`src/rtl/seg_scan_display.sv`:
```
// Six-digit multiplexed seven-segment driver for the stop_watch BCD outputs.
// Digits are snapshotted once per scan frame so a mid-frame rollover never tears.
module seg_scan_display #(
    parameter int SCAN_DIV    = 50000,
    parameter bit SEG_ACT_LOW = 1'b0,
    parameter bit AN_ACT_LOW  = 1'b0
) (
    input  logic       Clk,
    input  logic       rst_n,
    input  logic [3:0] hr_h,
    input  logic [3:0] hr_l,
    input  logic [3:0] min_h,
    input  logic [3:0] min_l,
    input  logic [3:0] sec_h,
    input  logic [3:0] sec_l,
    input  logic       blank_lz,
    output logic [7:0] seg,
    output logic [5:0] an,
    output logic       frame_tick
);

    localparam int PW = (SCAN_DIV > 1) ? $clog2(SCAN_DIV) : 1;

    logic [PW-1:0] r_presc;
    logic [2:0]    r_idx;
    logic [3:0]    r_sh [6];
    logic          r_load_pending;
    logic          r_load_q;

    logic          w_wrap;
    logic          w_load;
    logic [3:0]    w_digit;
    logic          w_blank_cur;
    logic [5:0]    w_blank;
    logic [6:0]    w_dec;
    logic          w_dp;
    logic [7:0]    w_seg_next;
    logic [5:0]    w_an_next;

    assign w_wrap = (r_presc == PW'(SCAN_DIV - 1));
    assign w_load = r_load_pending | (w_wrap && (r_idx == 3'd5));

    // Blanking cascades downward from hr_h and stops at min_l.
    assign w_blank[5] = blank_lz && (r_sh[5] == 4'd0);
    assign w_blank[4] = w_blank[5] && (r_sh[4] == 4'd0);
    assign w_blank[3] = w_blank[4] && (r_sh[3] == 4'd0);
    assign w_blank[2] = w_blank[3] && (r_sh[2] == 4'd0);
    assign w_blank[1] = 1'b0;
    assign w_blank[0] = 1'b0;

    always_comb begin
        w_digit     = 4'd0;
        w_blank_cur = 1'b0;
        w_dp        = 1'b0;
        case (r_idx)
            3'd0: begin w_digit = r_sh[0]; w_blank_cur = w_blank[0]; end
            3'd1: begin w_digit = r_sh[1]; w_blank_cur = w_blank[1]; end
            3'd2: begin w_digit = r_sh[2]; w_blank_cur = w_blank[2]; w_dp = 1'b1; end
            3'd3: begin w_digit = r_sh[3]; w_blank_cur = w_blank[3]; end
            3'd4: begin w_digit = r_sh[4]; w_blank_cur = w_blank[4]; w_dp = 1'b1; end
            3'd5: begin w_digit = r_sh[5]; w_blank_cur = w_blank[5]; end
            default: ;
        endcase
    end

    always_comb begin
        w_dec = 7'h40;
        case (w_digit)
            4'd0: w_dec = 7'h3F;
            4'd1: w_dec = 7'h06;
            4'd2: w_dec = 7'h5B;
            4'd3: w_dec = 7'h4F;
            4'd4: w_dec = 7'h66;
            4'd5: w_dec = 7'h6D;
            4'd6: w_dec = 7'h7D;
            4'd7: w_dec = 7'h07;
            4'd8: w_dec = 7'h7F;
            4'd9: w_dec = 7'h6F;
            default: w_dec = 7'h40;
        endcase
    end

    always_comb begin
        w_seg_next = 8'h00;
        w_an_next  = 6'h00;
        if (!w_blank_cur) begin
            w_seg_next = {w_dp, w_dec};
            w_an_next  = 6'b000001 << r_idx;
        end
    end

    always_ff @(posedge Clk or negedge rst_n) begin
        if (!rst_n) begin
            r_presc <= '0;
            r_idx   <= 3'd0;
        end else if (w_wrap) begin
            r_presc <= '0;
            r_idx   <= (r_idx == 3'd5) ? 3'd0 : r_idx + 3'd1;
        end else begin
            r_presc <= r_presc + PW'(1);
        end
    end

    always_ff @(posedge Clk or negedge rst_n) begin
        if (!rst_n) begin
            for (int i = 0; i < 6; i++) r_sh[i] <= 4'd0;
            r_load_pending <= 1'b1;
        end else if (w_load) begin
            r_sh[0]        <= sec_l;
            r_sh[1]        <= sec_h;
            r_sh[2]        <= min_l;
            r_sh[3]        <= min_h;
            r_sh[4]        <= hr_l;
            r_sh[5]        <= hr_h;
            r_load_pending <= 1'b0;
        end
    end

    // frame_tick is delayed twice so it coincides with the first displayed cycle of the new frame.
    always_ff @(posedge Clk or negedge rst_n) begin
        if (!rst_n) begin
            r_load_q   <= 1'b0;
            frame_tick <= 1'b0;
            seg        <= {8{SEG_ACT_LOW}};
            an         <= {6{AN_ACT_LOW}};
        end else begin
            r_load_q   <= w_load;
            frame_tick <= r_load_q;
            seg        <= w_seg_next ^ {8{SEG_ACT_LOW}};
            an         <= w_an_next ^ {6{AN_ACT_LOW}};
        end
    end

endmodule

```
`config.mk`:
```
export PLATFORM = sky130hd
export DESIGN_NAME = seg_scan_display
export DESIGN_NICKNAME = d
export VERILOG_FILES = /design/src/rtl/seg_scan_display.sv
export SDC_FILE = /design/constraint.sdc
export NUM_CORES = 1
export LEC_CHECK = 0
export ABC_AREA = 0
export CAP_MARGIN = 20
export CORE_ASPECT_RATIO = 0.7
export CORE_MARGIN = 2
export CORE_UTILIZATION = 50
export CTS_BUF_LIST = sky130_fd_sc_hd__clkbuf_4
export DETAILED_ROUTE_END_ITERATION = 10
export PLACE_DENSITY_LB_ADDON = 0.2
export SYNTH_ARGS = -nofsm -noshare
export SYNTH_HDL_FRONTEND = slang
export SYNTH_SLANG_ARGS = --single-unit
export TNS_END_PERCENT = 10
```
`constraint.sdc`:
```
create_clock -name Clk -period 2.5 [get_ports Clk]
set_input_delay 0.375 -clock Clk [delete_from_list [all_inputs] [get_ports Clk]]
set_output_delay 0.375 -clock Clk [all_outputs]
set_load 0.02 [all_outputs]
```
==> results of run 1 <==
[cell type report]
| cell class | instances | area share |
|---|---|---|
| Sequential cell | 60 | 0.422 |
| Multi-Input combinational cell | 162 | 0.367 |
| Timing Repair Buffer | 53 | 0.147 |
| Tap cell | 75 | 0.0264 |
| Clock buffer | 11 | 0.0232 |
| Inverter | 9 | 0.00949 |
| Clock inverter | 4 | 0.00492 |
[worst max-delay path: cells and delay by family, from the launching register on]
family | cells | cell delay (ns)
and+or+nand+nor | 1 | 0.07
DFF | 1 | 0.46
adders and majority gates | 2 | 0.50
buffers and inverters | 1 | 0.14
AOI/OAI and AO/OA | 4 | 1.01
[final timing paths]
check / from / endpoint / slack, ns / cells past startpoint
worst max-delay path: r_idx[2]$_DFFE_PN0N_ / seg[5]$_DFF_PN0_ / 0.18 / 8
worst min-delay path: r_load_q$_DFF_PN0_ / frame_tick$_DFF_PN0_ / 0.36 / 0
worst max register to register: r_idx[2]$_DFFE_PN0N_ / seg[5]$_DFF_PN0_ / 0.18 / 8
worst min register to register: r_load_q$_DFF_PN0_ / frame_tick$_DFF_PN0_ / 0.36 / 0
max in group asynchronous: rst_n / r_load_pending$_DFFE_PN1P_ / 1.31 / 3
min in group asynchronous: rst_n / r_sh[19]$_DFFE_PN0P_ / 0.53 / 2
[cells by family (layout without fill, tap and decap cells)]
group	count (synthesis)	count (layout)	synth area share
XOR/XNOR	16	16	0.0484
flip-flops	60	60	0.519
AO/OA/AOI/OAI	27	27	0.0730
adder cells (fa/ha/maj)	8	8	0.0346
AND/OR/NAND/NOR	81	81	0.153
buffers and inverters	17	77	0.0307
other	1	1	0.00130
multiplexers	29	29	0.140
[sequential cells by signal, indices dropped and copies added (netlist names)]
name / flops
r_sh: 24
r_presc: 16
seg: 8
an: 6
r_idx: 3
frame_tick: 1
r_load_pending: 1
r_load_q: 1
[power breakdown]
part	switching (mW)	total, mW	leakage, nW	internal, mW
Sequential	0.0398	1.07	0.737	1.03
Clock	0.315	0.528	0.0616	0.212
Combinational	0.120	0.287	0.789	0.167
Total	0.475	1.88	1.59	1.41
[timing repair]
item	in CTS	in global routing
buffers inserted	0	1
hold buffers	1	0
hold endpoints to repair	20	0
endpoints found under the setup margin	0	3
gates resized for setup	0	3
[routing by layer]
metal	GRT usage	vias to the layer above	routed length, um
li1	-	965	-
met1	0.297	946	2920
met2	0.275	66	2330
met3	0.0603	5	332
met4	0.0707	0	53
met5	0	-	0
[per-stage QoR]
step                      setup slack (ns)  total power [mW]  std cells  instance area [sq um]  hold slack [ns]
after floorplan                      0.272              1.23        239                   2900           0.0794
after global placement             -0.0874              1.37        357                   3440            0.332
after detailed placement            -0.129              1.37        357                   3440            0.345
after CTS                           0.0804              1.91        373                   3550            0.372
after global routing               0.00831              2.00        374                   3560            0.381
final                                0.182              1.88        374                   3560            0.364
[layout by cell type, fill, tap and decap left out, types with 2 or more instances in the layout]
cell type / n
ha_1: 8
nor4_1: 4
clkinv_1: 2
nand2b_1: 2
nor3b_1: 3
or4_1: 2
o31ai_1: 2
and2_1: 3
clkdlybuf4s50_1: 40
clkbuf_4: 11
clkinv_2: 2
nor2_1: 21
buf_4: 9
buf_12: 2
or2_2: 2
nor3_1: 9
mux2_4: 19
xnor2_1: 10
nand2_1: 12
mux2_2: 7
and3b_1: 2
nand4_1: 5
o21ai_0: 3
dfrtp_1: 58
inv_1: 8
nor2b_1: 2
mux2i_1: 2
nand3_1: 6
a21oi_1: 7
xor2_1: 6
a211oi_1: 2
==> out/qor.yml, run 1 <==
outcome:
  outcome: "finished, final reports clean"
routing:
  first_pass_iters: 4
  vias: 1982
  wl_um: 5630
  route.detailed.drc: 0
  vias_per_cell: 5.30
  routedWlPerCell_um: 15.1
  ant_nets: 0
  drt_iter0_drc: 145
sta:
  setup_violations: 0
  drv_slew: 0
  finalCritPeriodShare: 0.927
  finClkSkew_ns: 0.0128
  period_minus_slack_ns: 2.32
  worst_pin_slew_ns: 0.633
  rsz0062_at_grt: "false"
  relSlewSlack: 0.578
  hold_violations: 0
  fmax_mhz: 431
  tns_ns: 0
die:
  die-area_sq_mm: 0.00642
  dieHeight_um: 67.7
  initial_core_util: 0.511
  die_x_um: 95.0
  num_rows: 23
  ioPinCount: 42
  core_sq_mm: 0.00567
clock_network:
  cts_buffers: 9
  clk_path_buf_depth: 2
  clockRootBuffer: "clkbuf_4"
  cts_tree: "built"
  clkTransAtPathRegs_ns: 0.10
  htree_levels: 3
  cts_sinks: 60
  worstSkewPairLatency_ns: 0.39
yosys:
  yosysSeqAreaShare: 0.519
  synth_common_cells: "dfrtp_1, nor2_1, mux2_4"
  synth_top_area_cell: "dfrtp_1"
  syn_area_per_cell_sq_um: 12.1
  syn-num-nets: 274
  syn-instance-count: 239
  yosysTopAreaCellShare: 0.510
  synthesis.area_sq_mm: 0.00290
  synth.most_common_cell: "dfrtp_1"
  synth_edf_count: 0
  ys_types: 51
  ys.flop_type: "dfrtp_1"
  synth_area_leaders: "dfrtp_1, mux2_4, ha_1, xnor2_1, mux2_2"
  synth-async-reset-ratio: 1.00
  synth-seq-cells: 60
  ys_warn_count: 0
place:
  gp_congestion: 0.857
  port_buffers: 41
  dp_hpwl_um: 4130
setup_path:
  crit_top_cell: "ha_1"
  cp-end-kind: "flip-flop"
  required_ns: 2.78
  cp_max_fo: 6
  slowest_stage: "dfrtp_1"
  crit_chain: "inv_1 -> ha_1 -> a32oi_1 -> o221a_2 -> nor2_1 -> ha_1 -> o31a_1 -> a211oi_1"
  max_stage_delay_ns: 0.46
  worst_setup_path_start_kind: "flip-flop"
  critical_path_class: "reg -> reg"
  cp.arrival_ns: 2.59
grt:
  grt_pass1_wl_um: 9340
  grt_usage: 0.200
  grt_pass1_vias: 1849
  grt_max_degree: 35
  antenna_found_initial: 0
  overflow: 0
finish:
  fillers: 485
  area_growth_pct: 23.0
  regArea_sq_mm: 0.00150
  multi_input_area_sq_mm: 0.00131
  antenna_cells: 0
  fin_nets: 330
  final_core_util: 0.628
  drive_above_1_share: 0.221
pwr:
  p_leak_nw: 1.59
  peakVddDrop_mv: 0.315
  p_per_area_mw_per_mm2: 529
run:
  cap_viol_max_count: 0
min_path:
  worstHoldPathType: "reg -> reg"
Power figures use the tool's default switching activity.
==> inputs of run 2 (changes only) <==
--- a/config.mk
+++ b/config.mk
@@ -12,6 +12,8 @@
 export CORE_UTILIZATION = 50
 export CTS_BUF_LIST = sky130_fd_sc_hd__clkbuf_4
 export DETAILED_ROUTE_END_ITERATION = 10
+export DONT_BUFFER_PORTS = 1
+export HOLD_SLACK_MARGIN = 0.02
 export PLACE_DENSITY_LB_ADDON = 0.2
 export SYNTH_ARGS = -nofsm -noshare
 export SYNTH_HDL_FRONTEND = slang
==> run 2 against run 1 <==
Worst hold slack lost 0.25 ns. Fmax grew 1.5%. Sequential share of layout area grew 5.0 points. Worst setup slack gained 0.034 ns. Combinational power shrank 36%. First-iteration DRC count grew 9.0%. Sequential power is essentially flat. Count of clock-buffer cells in the layout grew 1. Power grew 2.6%. Non-clock buffer count shrank 43. Clock power grew 23%.
==> out/qor.yml, run 2 (same netlist as run 1, synthesis figures left out) <==
grt:
  grt_max_degree: 61  # +74%
  antenna_found_initial: 0  # unchanged
  grt_pass1_vias: 1749  # -5.4%
  overflow: 0  # unchanged
  grt_usage: 0.202  # +0.00274
  grt_pass1_wl_um: 9420  # +0.81%
place:
  place_ws_ns: 0.216  # +0.345 ns
  dp_hpwl_um: 3990  # -3.3%
  gp_congestion: 0.933  # +8.9%
  port_buffers: 0  # -100%
setup_path:
  cp_max_fo: 14  # +8
  r2r_slack_ns: 0.22  # +0.03 ns
  critical_path_class: "reg -> reg"
  cp-end-kind: "flip-flop"
  required_ns: 2.80  # +0.02 ns
  worst_setup_path_start_kind: "flip-flop"
  cp.arrival_ns: 2.59  # about the same
die:
  die-area_sq_mm: 0.00642  # unchanged
  core_sq_mm: 0.00567  # unchanged
  ioPinCount: 42  # unchanged
  die_x_um: 95.0  # unchanged
  dieHeight_um: 67.7  # unchanged
  num_rows: 23  # unchanged
  initial_core_util: 0.511  # unchanged
clock_network:
  clkTransAtPathRegs_ns: 0.09  # about the same
  clk_path_buf_depth: 2  # unchanged
  cts_tree: "built"
  clockRootBuffer: "clkbuf_4"
  cts_sinks: 60  # unchanged
  cts_buffers: 9  # unchanged
  post-cts-setup-buffers: 0  # unchanged
  worstSkewPairLatency_ns: 0.40  # about the same
  htree_levels: 3  # unchanged
sta:
  tns_ns: 0  # unchanged
  setup_violations: 0  # unchanged
  drv_slew: 0  # unchanged
  relSlewSlack: 0.611  # +0.0329
  worst_pin_slew_ns: 0.578  # -0.0547 ns
  hold_violations: 0  # unchanged
  finalHoldWorstSlack_ns: 0.115  # -0.249 ns
  finClkSkew_ns: 0.0148  # +0.00202 ns
  fmax_mhz: 438  # +1.5%
  period_minus_slack_ns: 2.28  # -0.0336 ns
  rsz0062_at_grt: "false"
  setup_slack_ns: 0.216  # +0.0336 ns
  finalCritPeriodShare: 0.914  # -0.0134
finish:
  layout_commonest_cell: "dfrtp_1"
  top_regs: "r_sh x24, r_presc x16, seg x8"
  regMostFlops: "r_sh"
  largest_register_ffs: 24  # unchanged
  drive_above_1_share: 0.250  # +0.0293
  fin_nets: 287  # -13%
  layout_common_cells: "dfrtp_1, nor2_1, mux2_4"
  area_growth_pct: 9.85
  antenna_cells: 0  # unchanged
run:
  cap_viol_max_count: 0  # unchanged
min_path:
  worstHoldPathType: "in -> reg"
routing:
  wl_um: 5660  # +0.53%
  vias: 1847  # -6.8%
  first_pass_iters: 4  # unchanged
  routedWlPerCell_um: 17.1  # +14%
  drt_iter0_drc: 158  # +9.0%
  route.detailed.drc: 0  # unchanged
  vias_per_cell: 5.58  # +5.3%
  ant_nets: 0  # unchanged
pwr:
  peakVddDrop_mv: 0.382  # +21%
  p_leak_nw: 1.44  # -9.4%
  power_mw: 1.93  # +2.6%
  p_per_area_mw_per_mm2: 608  # +15%
outcome:
  outcome: "finished, final reports clean"
==> run 2: cell types whose count changed in the layout (fill, tap and decap cells not counted), sizes merged <==
| cell | before | now |
|---|---|---|
| clkdlybuf4s50 | 40 | 0 |
| bufinv | 0 | 1 |
| clkbuf | 11 | 12 |
| buf | 12 | 9 |
| clkinv | 4 | 2 |
==> run 2: final timing paths <==
path / from / cells past startpoint / to
max: r_idx[0]$_DFFE_PN0N_ / 8 / seg[3]$_DFF_PN0_
min: sec_h[0] / 1 / r_sh[16]$_DFFE_PN0P_
max reg2reg: r_idx[0]$_DFFE_PN0N_ / 8 / seg[3]$_DFF_PN0_
min reg2reg: r_load_q$_DFF_PN0_ / 0 / frame_tick$_DFF_PN0_
max in group asynchronous: rst_n / 2 / r_load_pending$_DFFE_PN1P_
min in group asynchronous: rst_n / 2 / r_idx[2]$_DFFE_PN0N_
==> run 2: layout make-up <==
type,instances,area (sq um)
Clock buffer,12,90.1
Tap cell,75,93.8
Clock inverter,3,38.8
Inverter,9,33.8
Multi-Input combinational cell,162,1310
Fill cell,474,2490
Timing Repair Buffer,10,110
Sequential cell,60,1500
==> run 2: repair_timing <==
action	CTS	global route
hold buffers	2	0
hold endpoints to repair	60	0
resized for setup	0	3
endpoints found under the setup margin	0	1
==> run 2: where the power goes <==
group	switching [mW]	internal (mW)
clock	0.323	0.329
sequential	0.0670	1.03
combinational	0.0836	0.0994
==> run 2: per-layer routing <==
metal	GRT usage	up-vias	part of all wire
li1	-	877	-
met1	0.312	896	0.53
met2	0.253	64	0.38
met3	0.0837	10	0.077
met4	0.0598	0	0.012
met5	0	-	0
==> run 2: critical path: stages, from the launching register on <==
cell and delay [ns]:
dfrtp_1 0.35, buf_4 0.23, mux2i_1 0.27, o21ai_0 0.14
a221oi_1 0.36, or2_2 0.21, ha_1 0.24, nor3b_1 0.15
o31ai_1 0.25
==> run 2: metrics by stage <==
step                      instances  utilization  instance area [sq um]
final                           331        0.561                   3180
after floorplan                 239            -                   2900
after global routing            331        0.561                   3180
after global placement          314        0.530                   3010
after CTS                       331        0.560                   3170
after detailed placement        314        0.530                   3010
